**src/rtl/seq_definitions.sv**
```systemverilog
// Shared widths, op encodings and assembler state encodings for the sequencer.
package seq_definitions;

    localparam int seq_dp_width = 8;
    localparam int seq_in_width = 16;

    // Opcode lives in the top nibble of the high byte.
    typedef enum logic [3:0] {
        SEQ_OP_NOP   = 4'h0,
        SEQ_OP_WAIT  = 4'h1,
        SEQ_OP_SET   = 4'h2,
        SEQ_OP_CLR   = 4'h3,
        SEQ_OP_LOAD  = 4'h4,
        SEQ_OP_JUMP  = 4'h5,
        SEQ_OP_LOOP  = 4'h6,
        SEQ_OP_HALT  = 4'hF
    } seq_op_e;

    typedef enum logic {
        ASM_IDLE = 1'b0,
        ASM_HIGH = 1'b1
    } seq_asm_state_e;

    function automatic seq_op_e seq_get_op(input logic [seq_in_width-1:0] inst);
        return seq_op_e'(inst[seq_in_width-1 -: 4]);
    endfunction

endpackage

```
**src/rtl/seq_fifo.sv**
```systemverilog
// Instruction buffer: power-of-two circular FIFO with combinational head read.
// A push while full is accepted only if a pop happens in the same cycle.
module seq_fifo
    import seq_definitions::*;
#(
    parameter int WIDTH = seq_in_width,
    parameter int DEPTH = 4
) (
    input  logic                     clk,
    input  logic                     rst,
    input  logic                     push_i,
    input  logic [WIDTH-1:0]         data_i,
    input  logic                     pop_i,
    output logic [WIDTH-1:0]         data_o,
    output logic                     full_o,
    output logic                     empty_o,
    output logic [$clog2(DEPTH):0]   count_o
);

    localparam int AW = $clog2(DEPTH);
    localparam int CW = AW + 1;

    logic [WIDTH-1:0] mem_q [DEPTH];
    logic [AW-1:0]    wr_q;
    logic [AW-1:0]    rd_q;
    logic [CW-1:0]    count_q;
    logic             do_push;
    logic             do_pop;

    assign full_o  = (count_q == CW'(DEPTH));
    assign empty_o = (count_q == '0);
    assign do_pop  = pop_i & ~empty_o;
    assign do_push = push_i & (~full_o | do_pop);
    assign count_o = count_q;
    // Empty FIFO presents zero so the output is defined regardless of stale storage.
    assign data_o  = empty_o ? '0 : mem_q[rd_q];

    // Storage write; no reset needed because reads are gated by empty.
    always_ff @(posedge clk) begin
        if (do_push) begin
            mem_q[wr_q] <= data_i;
        end
    end

    // Pointer and occupancy update; pointers wrap naturally at DEPTH.
    always_ff @(posedge clk) begin
        if (rst) begin
            wr_q    <= '0;
            rd_q    <= '0;
            count_q <= '0;
        end else begin
            if (do_push) wr_q <= wr_q + AW'(1);
            if (do_pop)  rd_q <= rd_q + AW'(1);
            case ({do_push, do_pop})
                2'b10:   count_q <= count_q + CW'(1);
                2'b01:   count_q <= count_q - CW'(1);
                default: count_q <= count_q;
            endcase
        end
    end

endmodule

```
**src/rtl/seq_rx_asm.sv**
```systemverilog
// Assembles UART bytes (high first, then low) into 16-bit instructions and
// buffers them. A held high byte is dropped after TIMEOUT_CYC idle cycles.
//   state    | meaning
//   ASM_IDLE | no byte held; next byte is a high byte
//   ASM_HIGH | high byte held; next byte completes the instruction
module seq_rx_asm
    import seq_definitions::*;
#(
    parameter int TIMEOUT_CYC = 50000,
    parameter int FIFO_DEPTH  = 4
) (
    input  logic                           clk,
    input  logic                           rst,
    input  logic [seq_dp_width-1:0]        i_rx_data,
    input  logic                           i_rx_valid,
    output logic [seq_in_width-1:0]        o_inst,
    output logic                           o_inst_valid,
    input  logic                           i_inst_ready,
    input  logic                           i_clr_ovf,
    output logic                           o_overflow,
    output logic [$clog2(FIFO_DEPTH):0]    o_fifo_count
);

    // Expiry happens on the TIMEOUT_CYC-th idle cycle; a byte on that cycle still counts.
    localparam logic [15:0] TMO_LAST = 16'(TIMEOUT_CYC - 1);

    seq_asm_state_e          state_q;
    logic [seq_dp_width-1:0] high_q;
    logic [15:0]             tmo_q;
    logic                    overflow_q;

    logic                    push_w;
    logic                    pop_w;
    logic                    full_w;
    logic                    empty_w;
    logic [seq_in_width-1:0] inst_w;

    // The low byte is pushed in the cycle it arrives so the FIFO sees it one cycle later.
    assign push_w = (state_q == ASM_HIGH) & i_rx_valid;
    assign inst_w = {high_q, i_rx_data};
    assign pop_w  = ~empty_w & i_inst_ready;

    // Byte assembler FSM with idle timeout on the held high byte.
    always_ff @(posedge clk) begin
        if (rst) begin
            state_q <= ASM_IDLE;
            high_q  <= '0;
            tmo_q   <= '0;
        end else begin
            case (state_q)
                ASM_IDLE: begin
                    if (i_rx_valid) begin
                        high_q  <= i_rx_data;
                        tmo_q   <= '0;
                        state_q <= ASM_HIGH;
                    end
                end
                ASM_HIGH: begin
                    if (i_rx_valid) begin
                        high_q  <= '0;
                        state_q <= ASM_IDLE;
                    end else if (tmo_q == TMO_LAST) begin
                        high_q  <= '0;
                        tmo_q   <= '0;
                        state_q <= ASM_IDLE;
                    end else begin
                        tmo_q <= tmo_q + 16'd1;
                    end
                end
                default: begin
                    state_q <= ASM_IDLE;
                end
            endcase
        end
    end

    // Sticky overflow: a dropped push wins over a clear in the same cycle.
    always_ff @(posedge clk) begin
        if (rst) begin
            overflow_q <= 1'b0;
        end else if (push_w & full_w & ~pop_w) begin
            overflow_q <= 1'b1;
        end else if (i_clr_ovf) begin
            overflow_q <= 1'b0;
        end
    end

    seq_fifo #(
        .WIDTH (seq_in_width),
        .DEPTH (FIFO_DEPTH)
    ) u_fifo (
        .clk     (clk),
        .rst     (rst),
        .push_i  (push_w),
        .data_i  (inst_w),
        .pop_i   (pop_w),
        .data_o  (o_inst),
        .full_o  (full_w),
        .empty_o (empty_w),
        .count_o (o_fifo_count)
    );

    assign o_inst_valid = ~empty_w;
    assign o_overflow   = overflow_q;

endmodule

```
**config.mk**
```make
export PLATFORM = sky130hd
export DESIGN_NAME = seq_rx_asm
export DESIGN_NICKNAME = d
export VERILOG_FILES = /design/src/rtl/seq_definitions.sv /design/src/rtl/seq_fifo.sv /design/src/rtl/seq_rx_asm.sv
export SDC_FILE = /design/constraint.sdc
export NUM_CORES = 1
export LEC_CHECK = 0
export CAP_MARGIN = 30
export CORE_AREA = 5 5 94 96
export DETAILED_ROUTE_END_ITERATION = 16
export DIE_AREA = 0 0 99 101
export GPL_ROUTABILITY_DRIVEN = 0
export PLACE_DENSITY = 0.79
export SYNTH_ARGS = -nofsm -noshare
export SYNTH_HDL_FRONTEND = slang
export SYNTH_HIERARCHICAL = 1
export SYNTH_SLANG_ARGS = --single-unit
export TNS_END_PERCENT = 5
```
**constraint.sdc**
```tcl
create_clock -name clk -period 4.8 [get_ports clk]
set_input_delay 0.72 -clock clk [delete_from_list [all_inputs] [get_ports clk]]
set_output_delay 0.72 -clock clk [all_outputs]
set_load 0.02 [all_outputs]
```
==> results of run 1 <==
## power by group through the flow
stage	combinational [mW]	clock (mW)	sequential, mW
6_report	0.0874	0.477	0.933
5_1_grt	0.0968	0.537	0.935
4_1_cts	0.0879	0.493	0.933
3_5_place_dp	0.0877	0	0.953
3_3_place_gp	0.0854	0	0.951
2_1_floorplan	0.0583	0	0.948
## kinds of logic after synthesis
| kind of cell | Yosys count | share of synthesized area (%) |
|---|---|---|
| and+or+nand+nor | 121 | 17.9 |
| DFF | 99 | 57.5 |
| xor gates and xnor gates | 5 | 0.961 |
| adders and majority gates | 9 | 2.64 |
| AOI/OAI and AO/OA | 56 | 7.91 |
| buffers and inverters | 34 | 3.73 |
| muxes | 20 | 9.31 |
## area by class of cell
cell class / instances / area (sq um)
Fill cell: 589 / 2840
Multi-Input combinational cell: 211 / 1770
Clock inverter: 5 / 35.0
Inverter: 13 / 48.8
Timing Repair Buffer: 37 / 380
Clock buffer: 11 / 141
Sequential cell: 99 / 2620
Tap cell: 105 / 131
## Yosys cell counts, types with 4 or more instances
cell	count	share of area [%]
a21oi_1	14	1.5
nand2b_1	15	2.1
clkbuf_1	7	0.58
dfxtp_1	35	15
nand4_1	7	0.96
ha_1	8	2.2
and2_1	5	0.69
edfxtp_1	64	42
o311ai_0	4	0.77
buf_2	8	0.88
inv_1	13	1.1
or4b_2	8	1.8
mux4_1	6	3.5
a31oi_1	10	1.4
or4b_1	4	0.88
nand3_1	15	1.6
o21ai_0	14	1.5
nand2_1	8	0.66
nor2_1	11	0.91
mux4_2	10	4.9
o211ai_1	4	0.66
nor2b_1	15	2.1
## how the worst max path moves through the flow
stage | cells past startpoint | slack, ns | to
floorplan | 11 | 2.37 | u_fifo/count_o[2]$_SDFFE_PP0P_
global placement | 5 | 1.55 | u_fifo/mem_q[1][7]$_DFFE_PP_
detailed placement | 5 | 1.46 | u_fifo/mem_q[1][6]$_DFFE_PP_
CTS | 3 | 1.68 | o_inst[15]
global route | 3 | 1.61 | o_inst[15]
finish | 4 | 1.77 | o_inst[15]
## sequential cells by signal, indices dropped and copies added (netlist names), named ones only
register and count:
u_fifo/rd_q 2, u_fifo/count_o 3, high_q 8, u_fifo/mem_q 64, state_q 1, o_overflow 1, u_fifo/wr_q 2, tmo_q 16
## stage by stage
stage	area (sq um)	hold slack, ns	utilization [%]	instances
4_1_cts	5120	0.499	64.3	481
5_1_grt	5120	0.512	64.3	481
6_report	5120	0.495	64.3	481
3_5_place_dp	4950	0.487	62.1	465
3_3_place_gp	4920	0.467	61.8	464
2_1_floorplan	4560	0.454	-	344
## placed cells by master (no fill, tap or decap), types with 4 or more instances in the layout
master / Yosys / routed
edfxtp_1: 64 / 64
dfxtp_1: 35 / 35
clkdlybuf4s50_1: 0 / 33
nor2b_1: 15 / 15
nand2b_1: 15 / 15
nand3_1: 15 / 15
o21ai_0: 14 / 14
a21oi_1: 14 / 14
inv_1: 13 / 13
nor2_1: 11 / 11
a31oi_1: 10 / 10
clkbuf_8: 0 / 10
mux4_2: 10 / 10
nand2_1: 8 / 8
or4b_2: 8 / 8
ha_1: 8 / 8
nand4_1: 7 / 7
mux4_1: 6 / 6
and2_1: 5 / 5
or4b_1: 4 / 4
o311ai_0: 4 / 4
o211ai_1: 4 / 4
## metal layers
metal / global-route usage (%) / routed length [microns] / up-vias
met3: 2.77 / 348 / 17
met1: 23.3 / 3670 / 1415
li1: - / - / 1380
met2: 30.2 / 4110 / 68
met4: 7.88 / 172 / 0
met5: 0 / 0 / -
==> run summary, run 1 <==
final setup vio count: 0
number of max-cap violations: 0
nets@finish: 393
Place WS: 1.46 ns
chip height: 101 microns
VDD IR max: 0.174 mV
post-synthesis sequential area ratio: 57.5%
core area: 0.00797 sq mm
Critical R2R Launch: u_fifo/count_o[2]$_SDFFE_PP0P_
pin count of the biggest net entering global routing: 26
PnR worst setup slack: 1.77 ns
Setup crit end kind: output pin
DP HPWL: 5580 microns
Post-synth top flop: edfxtp_1
critical path required time: 4.08 ns
I/O pin cnt: 34
Worst-Margin Slew: 0.882 ns
Rows: 33
sw frac: 22.1%
initial core utilization: 57.2%
Die Wd: 99 microns
vias in the first global route: 2,774
ant diodes: 0
DR iter-0 viols: 117
Fmax achieved: 330 MHz
DRT antenna net count: 0
CTS buffer count: 9
Post-CTS Resized: 0
Power per Cell Area: 292 mW/mm^2
Netlist cell types: 58
Worst Path Max Fanout: 14
per-cell routed wire length: 17.3 microns
Tcrit/Tclk final: 63.2%
Setup TNS: 0 ns
Clock transition at path regs: 0.09 ns
DRC errors left: 0
DR vias/cell: 5.99
Gate power share: 5.8%
synthesis-to-layout area growth: 12.4%
max-slew violation count: 0
Buf/Inv on CP: 2
Total GRT Usage: 18.0%
worst-skew pair later-pin latency: 0.36 ns
PortBufs: 33
WS Path Type: reg -> out
Syn Area/Cell: 13.3 sq um
R2R cell count: 5
share of cells above drive strength 1: 13.6%
Hold EP: u_fifo/mem_q[0][15]$_DFFE_PP_
final hold viol count: 0
global-route wire length before repair: 14,100 microns
clock network power share: 31.9%
Post-Syn Area: 0.00456 sq mm
status: complete, no violations
R2R Path End: u_fifo/mem_q[1][15]$_DFFE_PP_
static leakage: 1.62 nW
Clock Path Buffers: 2
unrepaired setup endpoints after global routing: no
Max Clock Skew: 0.0113 ns
TritonCTS Sinks: 99
Ys Warns: 6
TritonCTS clock tree: built
Tmin final: 3.03 ns
initial antenna violation count: 0
r2r setup slk: 2.00 ns
CP top delay family: buffers and inverters
Hold Path Class: reg -> reg
final wirelength: 8300 microns
relative slew slack: 41.2%
hold path cells: 0
Synth Instances: 344
arrival time worst endpoint: 2.31 ns
worst path cell trace: buf_16 > mux4_1 > and2b_1 > clkdlybuf4s50_1
GRT overflow: 0
Via Count: 2,880
post-synthesis async set-or-reset flop share: 0%
Synth Register Bits: 99
CTS root buf: clkbuf_8
Post-CTS Hold Buffers: 0
P_sw: 0.332 mW
H-tree lvl count: 3
Pint: 1.17 mW
die area: 0.0100 sq mm
Pwr Total: 1.50 mW
first drt pass iteration count: 4
Mapped Nets: 366
Seq pwr share: 62.3%
CP peak stage delay: 0.58 ns
Worst Hold Launch: high_q[7]$_SDFFE_PP0P_
Post-synth EDFFs: 64
post-CTS setup buffer count: 0
Startpoint Class: register
CP max-delay cell: mux4_1
(Power assumes the default switching activity.)
==> inputs of run 2 (changes only) <==
--- a/config.mk
+++ b/config.mk
@@ -6,11 +6,11 @@
 export NUM_CORES = 1
 export LEC_CHECK = 0
 export CAP_MARGIN = 30
-export CORE_AREA = 5 5 94 96
+export CORE_AREA = 5 5 99 101
 export DETAILED_ROUTE_END_ITERATION = 16
-export DIE_AREA = 0 0 99 101
+export DIE_AREA = 0 0 104 106
 export GPL_ROUTABILITY_DRIVEN = 0
-export PLACE_DENSITY = 0.79
+export PLACE_DENSITY = 0.75
 export SYNTH_ARGS = -nofsm -noshare
 export SYNTH_HDL_FRONTEND = slang
 export SYNTH_HIERARCHICAL = 1
==> constraint.sdc (replaced) <==
create_clock -name clk -period 2.47 [get_ports clk]
set_input_delay 0.3705 -clock clk [delete_from_list [all_inputs] [get_ports clk]]
set_output_delay 0.3705 -clock clk [all_outputs]
set_load 0.02 [all_outputs]
==> run summary, run 2 (synthesis results as in run 1) <==
most frequent cells in the layout: edfxtp_1, dfxtp_1, clkdlybuf4s50_1
static leakage: 1.81 nW (+12%)
Fmax achieved: 426 MHz
top flop regs: u_fifo/mem_q: 64 flops, tmo_q: 16 flops, high_q: 8 flops
WS Path Type: reg -> out
critical path required time: 2.10 ns (-1.98 ns)
CTS root buf: clkbuf_8
initial antenna violation count: 0 (unchanged)
die area: 0.0110 sq mm (+10%)
area of the multi-input gates: 0.00177 sq mm (unchanged)
synthesis-to-layout area growth: 17.3%
Register Area: 0.00262 sq mm (unchanged)
share of cells above drive strength 1: 16.2% (+2.7 points)
DR vias/cell: 5.84 (-2.5%)
worst path cell trace: buf_12 > mux4_1 > and2b_1 > dlygate4sd2_1
Reg with most FFs: u_fifo/mem_q
final hold viol count: 0 (unchanged)
worst-skew pair later-pin latency: 0.36 ns (about the same)
GRT overflow: 0 (unchanged)
TritonCTS clock tree: built
final core occ: 59.8% (-4.5 points)
final wirelength: 8600 microns (+3.6%)
PnR worst setup slack: 0.122 ns (-1.65 ns)
Worst-Margin Slew: 0.609 ns (-0.273 ns)
Power per Cell Area: 620 mW/mm^2 (+110%)
CTS buffer count: 9 (unchanged)
initial core utilization: 51.0% (-6.2 points)
Clock transition at path regs: 0.09 ns (about the same)
Tcrit/Tclk final: 95.0%
core area: 0.00893 sq mm (+12%)
I/O pin cnt: 34 (unchanged)
Rows: 35 (+6.1%)
Post-CTS Hold Buffers: 0 (unchanged)
CP max-delay cell: mux4_1
Total GRT Usage: 16.3% (-1.7 points)
hold slack: 0.506 ns (+0.0115 ns)
first drt pass iteration count: 4 (unchanged)
Via Count: 2,913 (+1.1%)
nets@finish: 405 (+3.1%)
Clock Path Buffers: 2 (unchanged)
DRC errors left: 0 (unchanged)
Max Clock Skew: 0.00730 ns (-0.00404 ns)
Setup crit end kind: output pin
chip height: 106 microns (+5.0%)
Worst Path Max Fanout: 16 (+2)
relative slew slack: 59.4% (+18 points)
number of max-cap violations: 0 (unchanged)
max-slew violation count: 0 (unchanged)
per-cell routed wire length: 17.2 microns (about the same)
Startpoint Class: register
CP peak stage delay: 0.56 ns (-0.02 ns)
most common cell after layout, fill and taps aside: edfxtp_1
Tmin final: 2.35 ns
arrival time worst endpoint: 1.98 ns (-0.33 ns)
vias in the first global route: 2,902 (+4.6%)
DR iter-0 viols: 138 (+18%)
Die Wd: 104 microns (+5.1%)
VDD IR max: 0.372 mV (+110%)
status: complete, no violations
DRT antenna net count: 0 (unchanged)
FILL cells: 722 (+23%)
Largest register FFs: 64 (unchanged)
Place WS: 0.169 ns (-1.29 ns)
pin count of the biggest net entering global routing: 25 (-3.8%)
r2r setup slk: 0.22 ns (-1.78 ns)
Hold Path Class: reg -> reg
TritonCTS Sinks: 99 (unchanged)
unrepaired setup endpoints after global routing: no
DP HPWL: 5700 microns (+2.1%)
ant diodes: 0 (unchanged)
Setup TNS: 0 ns (unchanged)
PortBufs: 33 (unchanged)
Pwr Total: 3.31 mW (+120%)
global-route wire length before repair: 14,500 microns (+3.0%)
final setup vio count: 0 (unchanged)
H-tree lvl count: 3 (unchanged)
-- run 2: stage by stage --
step | cells | cell area [sq um]
finish | 499 | 5350
global route | 499 | 5350
CTS | 499 | 5350
detailed placement | 483 | 5100
global placement | 483 | 5100
floorplan | 344 | 4560
-- run 2: repair_timing --
action | 4_1_cts | 5_1_grt
gates resized for setup | 16 | 0
setup endpoints to repair | 16 | 0
setup buffers | 0 | 0
-- run 2: path summary, 6_finish.rpt --
kind,startpoint,endpoint,cells after the start
setup reg to reg,tmo_q[0]$_SDFFE_PP0P_,high_q[6]$_SDFFE_PP0P_,5
hold / removal,high_q[7]$_SDFFE_PP0P_,u_fifo/mem_q[2][15]$_DFFE_PP_,0
setup / recovery,register,o_inst[15],4
hold reg to reg,high_q[7]$_SDFFE_PP0P_,u_fifo/mem_q[2][15]$_DFFE_PP_,0
-- run 2: metal layers --
layer	vias to the layer above	part of all wire [%]	global-route usage, %
met5	-	0	0
met4	0	0.90	5.27
met3	8	3.5	3.52
met2	54	50	27.5
met1	1446	45	21.0
li1	1405	-	-
-- run 2: final cells by class --
cell class / count / share of cell area [%]
repair buffers: 49 / 9.46
clock inverters: 6 / 2.55
clock buffers: 10 / 2.39
inverters: 13 / 0.913
flip-flops and latches: 99 / 49.1
well taps: 111 / 2.60
multi-input cells: 211 / 33.0
-- run 2: worst max-delay path: cells and delay by family (launching register included) --
kind	cells	cell delay (ns)
multiplexers	1	0.56
AND/OR/NAND/NOR	1	0.17
buffers and inverters	2	0.50
flip-flops	1	0.38
-- run 2: power by group --
group / total [mW] / switching (mW) / internal [mW] / leakage, nW
combinational: 0.182 / 0.0969 / 0.0850 / 0.815
clock: 1.32 / 0.542 / 0.779 / 0.127
sequential: 1.81 / 0.0212 / 1.79 / 0.868
total: 3.31 / 0.660 / 2.65 / 1.81
==> inputs of run 3 (changes only) <==
--- a/config.mk
+++ b/config.mk
@@ -6,9 +6,9 @@
 export NUM_CORES = 1
 export LEC_CHECK = 0
 export CAP_MARGIN = 30
-export CORE_AREA = 5 5 99 101
+export CORE_AREA = 5 5 91 110
 export DETAILED_ROUTE_END_ITERATION = 16
-export DIE_AREA = 0 0 104 106
+export DIE_AREA = 0 0 96 115
 export GPL_ROUTABILITY_DRIVEN = 0
 export PLACE_DENSITY = 0.75
 export SYNTH_ARGS = -nofsm -noshare
==> run summary, run 3 (synthesis results as in run 1) <==
DRC errors left: 0 (unchanged)
TritonCTS Sinks: 99 (unchanged)
arrival time worst endpoint: 1.95 ns (-0.03 ns)
Reg with most FFs: u_fifo/mem_q
status: complete, no violations
DRT antenna net count: 0 (unchanged)
number of max-cap violations: 0 (unchanged)
FILL cells: 725 (+0.42%)
DR iter-0 viols: 124 (-10%)
Max Clock Skew: 0.0117 ns (+0.00437 ns)
Via Count: 2,938 (+0.86%)
global-route wire length before repair: 14,400 microns (-0.48%)
H-tree lvl count: 3 (unchanged)
Pwr Total: 2.95 mW (-11%)
die area: 0.0110 sq mm (+0.15%)
per-cell routed wire length: 16.6 microns (-3.7%)
Total GRT Usage: 16.8% (+0.48 points)
TritonCTS clock tree: built
synthesis-to-layout area growth: 15.6%
Clock Path Buffers: 2 (unchanged)
CP peak stage delay: 0.56 ns (about the same)
CP max-delay cell: mux4_1
initial antenna violation count: 0 (unchanged)
Die Wd: 96 microns (-7.7%)
Post-CTS Hold Buffers: 0 (unchanged)
DR vias/cell: 5.78 (-0.93%)
PortBufs: 33 (unchanged)
chip height: 115 microns (+8.5%)
vias in the first global route: 2,970 (+2.3%)
final wirelength: 8430 microns (-2.0%)
max-slew violation count: 0 (unchanged)
critical path required time: 2.10 ns (about the same)
WS Path Type: reg -> out
CP top delay family: multiplexers
Tcrit/Tclk final: 93.8% (-1.3 points)
most frequent cells in the layout: edfxtp_1, dfxtp_1, clkdlybuf4s50_1
pin count of the biggest net entering global routing: 30 (+20%)
Startpoint Class: register
worst path cell trace: buf_12 > mux4_1 > and2b_1 > dlygate4sd2_1
DP HPWL: 5570 microns (-2.3%)
Tmin final: 2.32 ns (-0.0319 ns)
Fmax achieved: 432 MHz (+1.4%)
VDD IR max: 0.344 mV (-7.6%)
Rows: 38 (+8.6%)
relative slew slack: 63.3% (+3.9 points)
static leakage: 1.77 nW (-2.2%)
initial core utilization: 51.5% (+0.52 points)
Setup crit end kind: output pin
final core occ: 59.6% (-0.27 points)
top flop regs: u_fifo/mem_q: 64 flops, tmo_q: 16 flops, high_q: 8 flops
Worst Path Max Fanout: 16 (unchanged)
most common cell after layout, fill and taps aside: edfxtp_1
ant diodes: 0 (unchanged)
Power per Cell Area: 560 mW/mm^2 (-9.6%)
share of cells above drive strength 1: 16.2% (unchanged)
worst-skew pair later-pin latency: 0.37 ns (about the same)
Worst-Margin Slew: 0.551 ns (-0.0579 ns)
CTS buffer count: 9 (unchanged)
final setup vio count: 0 (unchanged)
nets@finish: 405 (unchanged)
first drt pass iteration count: 4 (unchanged)
core area: 0.00884 sq mm (-1.0%)
Hold Path Class: reg -> reg
Buf/Inv on CP: 2 (unchanged)
Clock transition at path regs: 0.10 ns (about the same)
Largest register FFs: 64 (unchanged)
CTS root buf: clkbuf_8
Setup TNS: 0 ns (unchanged)
I/O pin cnt: 34 (unchanged)
GRT overflow: 0 (unchanged)
unrepaired setup endpoints after global routing: no
final hold viol count: 0 (unchanged)
post-CTS setup buffer count: 0 (unchanged)
run 3: cell count changes in the layout (fill, tap and decap cells not counted):
cell       previous run  this run
inv_6                 1         2
inv_8                 0         2
clkbuf_1              1         0
bufinv_16             4         0
buf_6                 0         1
clkinv_1              0         1
clkinv_4              0         1
buf_12                6         5
run 3: layout make-up:
class,instances,area [sq um],area share (%)
clock buffers,9,124,2.35
clock inverters,7,60.1,1.14
inverters,13,48.8,0.926
multi-input cells,211,1770,33.5
flip-flops and latches,99,2620,49.8
well taps,120,150,2.85
repair buffers,49,497,9.43
run 3: report_power, final:
group	total (mW)	internal [mW]	switching, mW	leakage [nW]
registers	1.81	1.79	0.0208	0.868
logic	0.177	0.0844	0.0931	0.810
clock network	0.964	0.386	0.578	0.0917
total	2.95	2.26	0.692	1.77
run 3: layer usage:
layer  share of wire [%]  up-vias  GRT usage [%]
li1                    -     1400              -
met1                  42     1453           21.3
met2                  52       74           28.3
met3                 3.9       11           3.60
met4                 1.7        0           5.69
met5                   0        -              0
run 3: stage by stage:
stage          area (sq um)  instances  worst slack, ns  hold WS, ns
6_report               5270        508            0.154        0.508
5_1_grt                5270        508           0.0484        0.528
4_1_cts                5260        508           0.0720        0.508
3_5_place_dp           5100        492            0.165        0.487
3_3_place_gp           5100        492            0.239        0.478
2_1_floorplan          4560        344           0.0363        0.454
run 3: worst paths after layout:
path,end,slack [ns],start,depth (start not counted)
min reg2reg,u_fifo/mem_q[1][9]$_DFFE_PP_,0.51,high_q[1]$_SDFFE_PP0P_,0
min,u_fifo/mem_q[1][9]$_DFFE_PP_,0.51,high_q[1]$_SDFFE_PP0P_,0
max reg2reg,high_q[3]$_SDFFE_PP0P_,0.31,tmo_q[1]$_SDFFE_PP0P_,5
max,o_inst[15],0.15,register,4
run 3: timing repair:
item,4_1_cts,5_1_grt
setup endpoints to repair,16,1
gates cloned,0,0
gates resized for setup,16,1
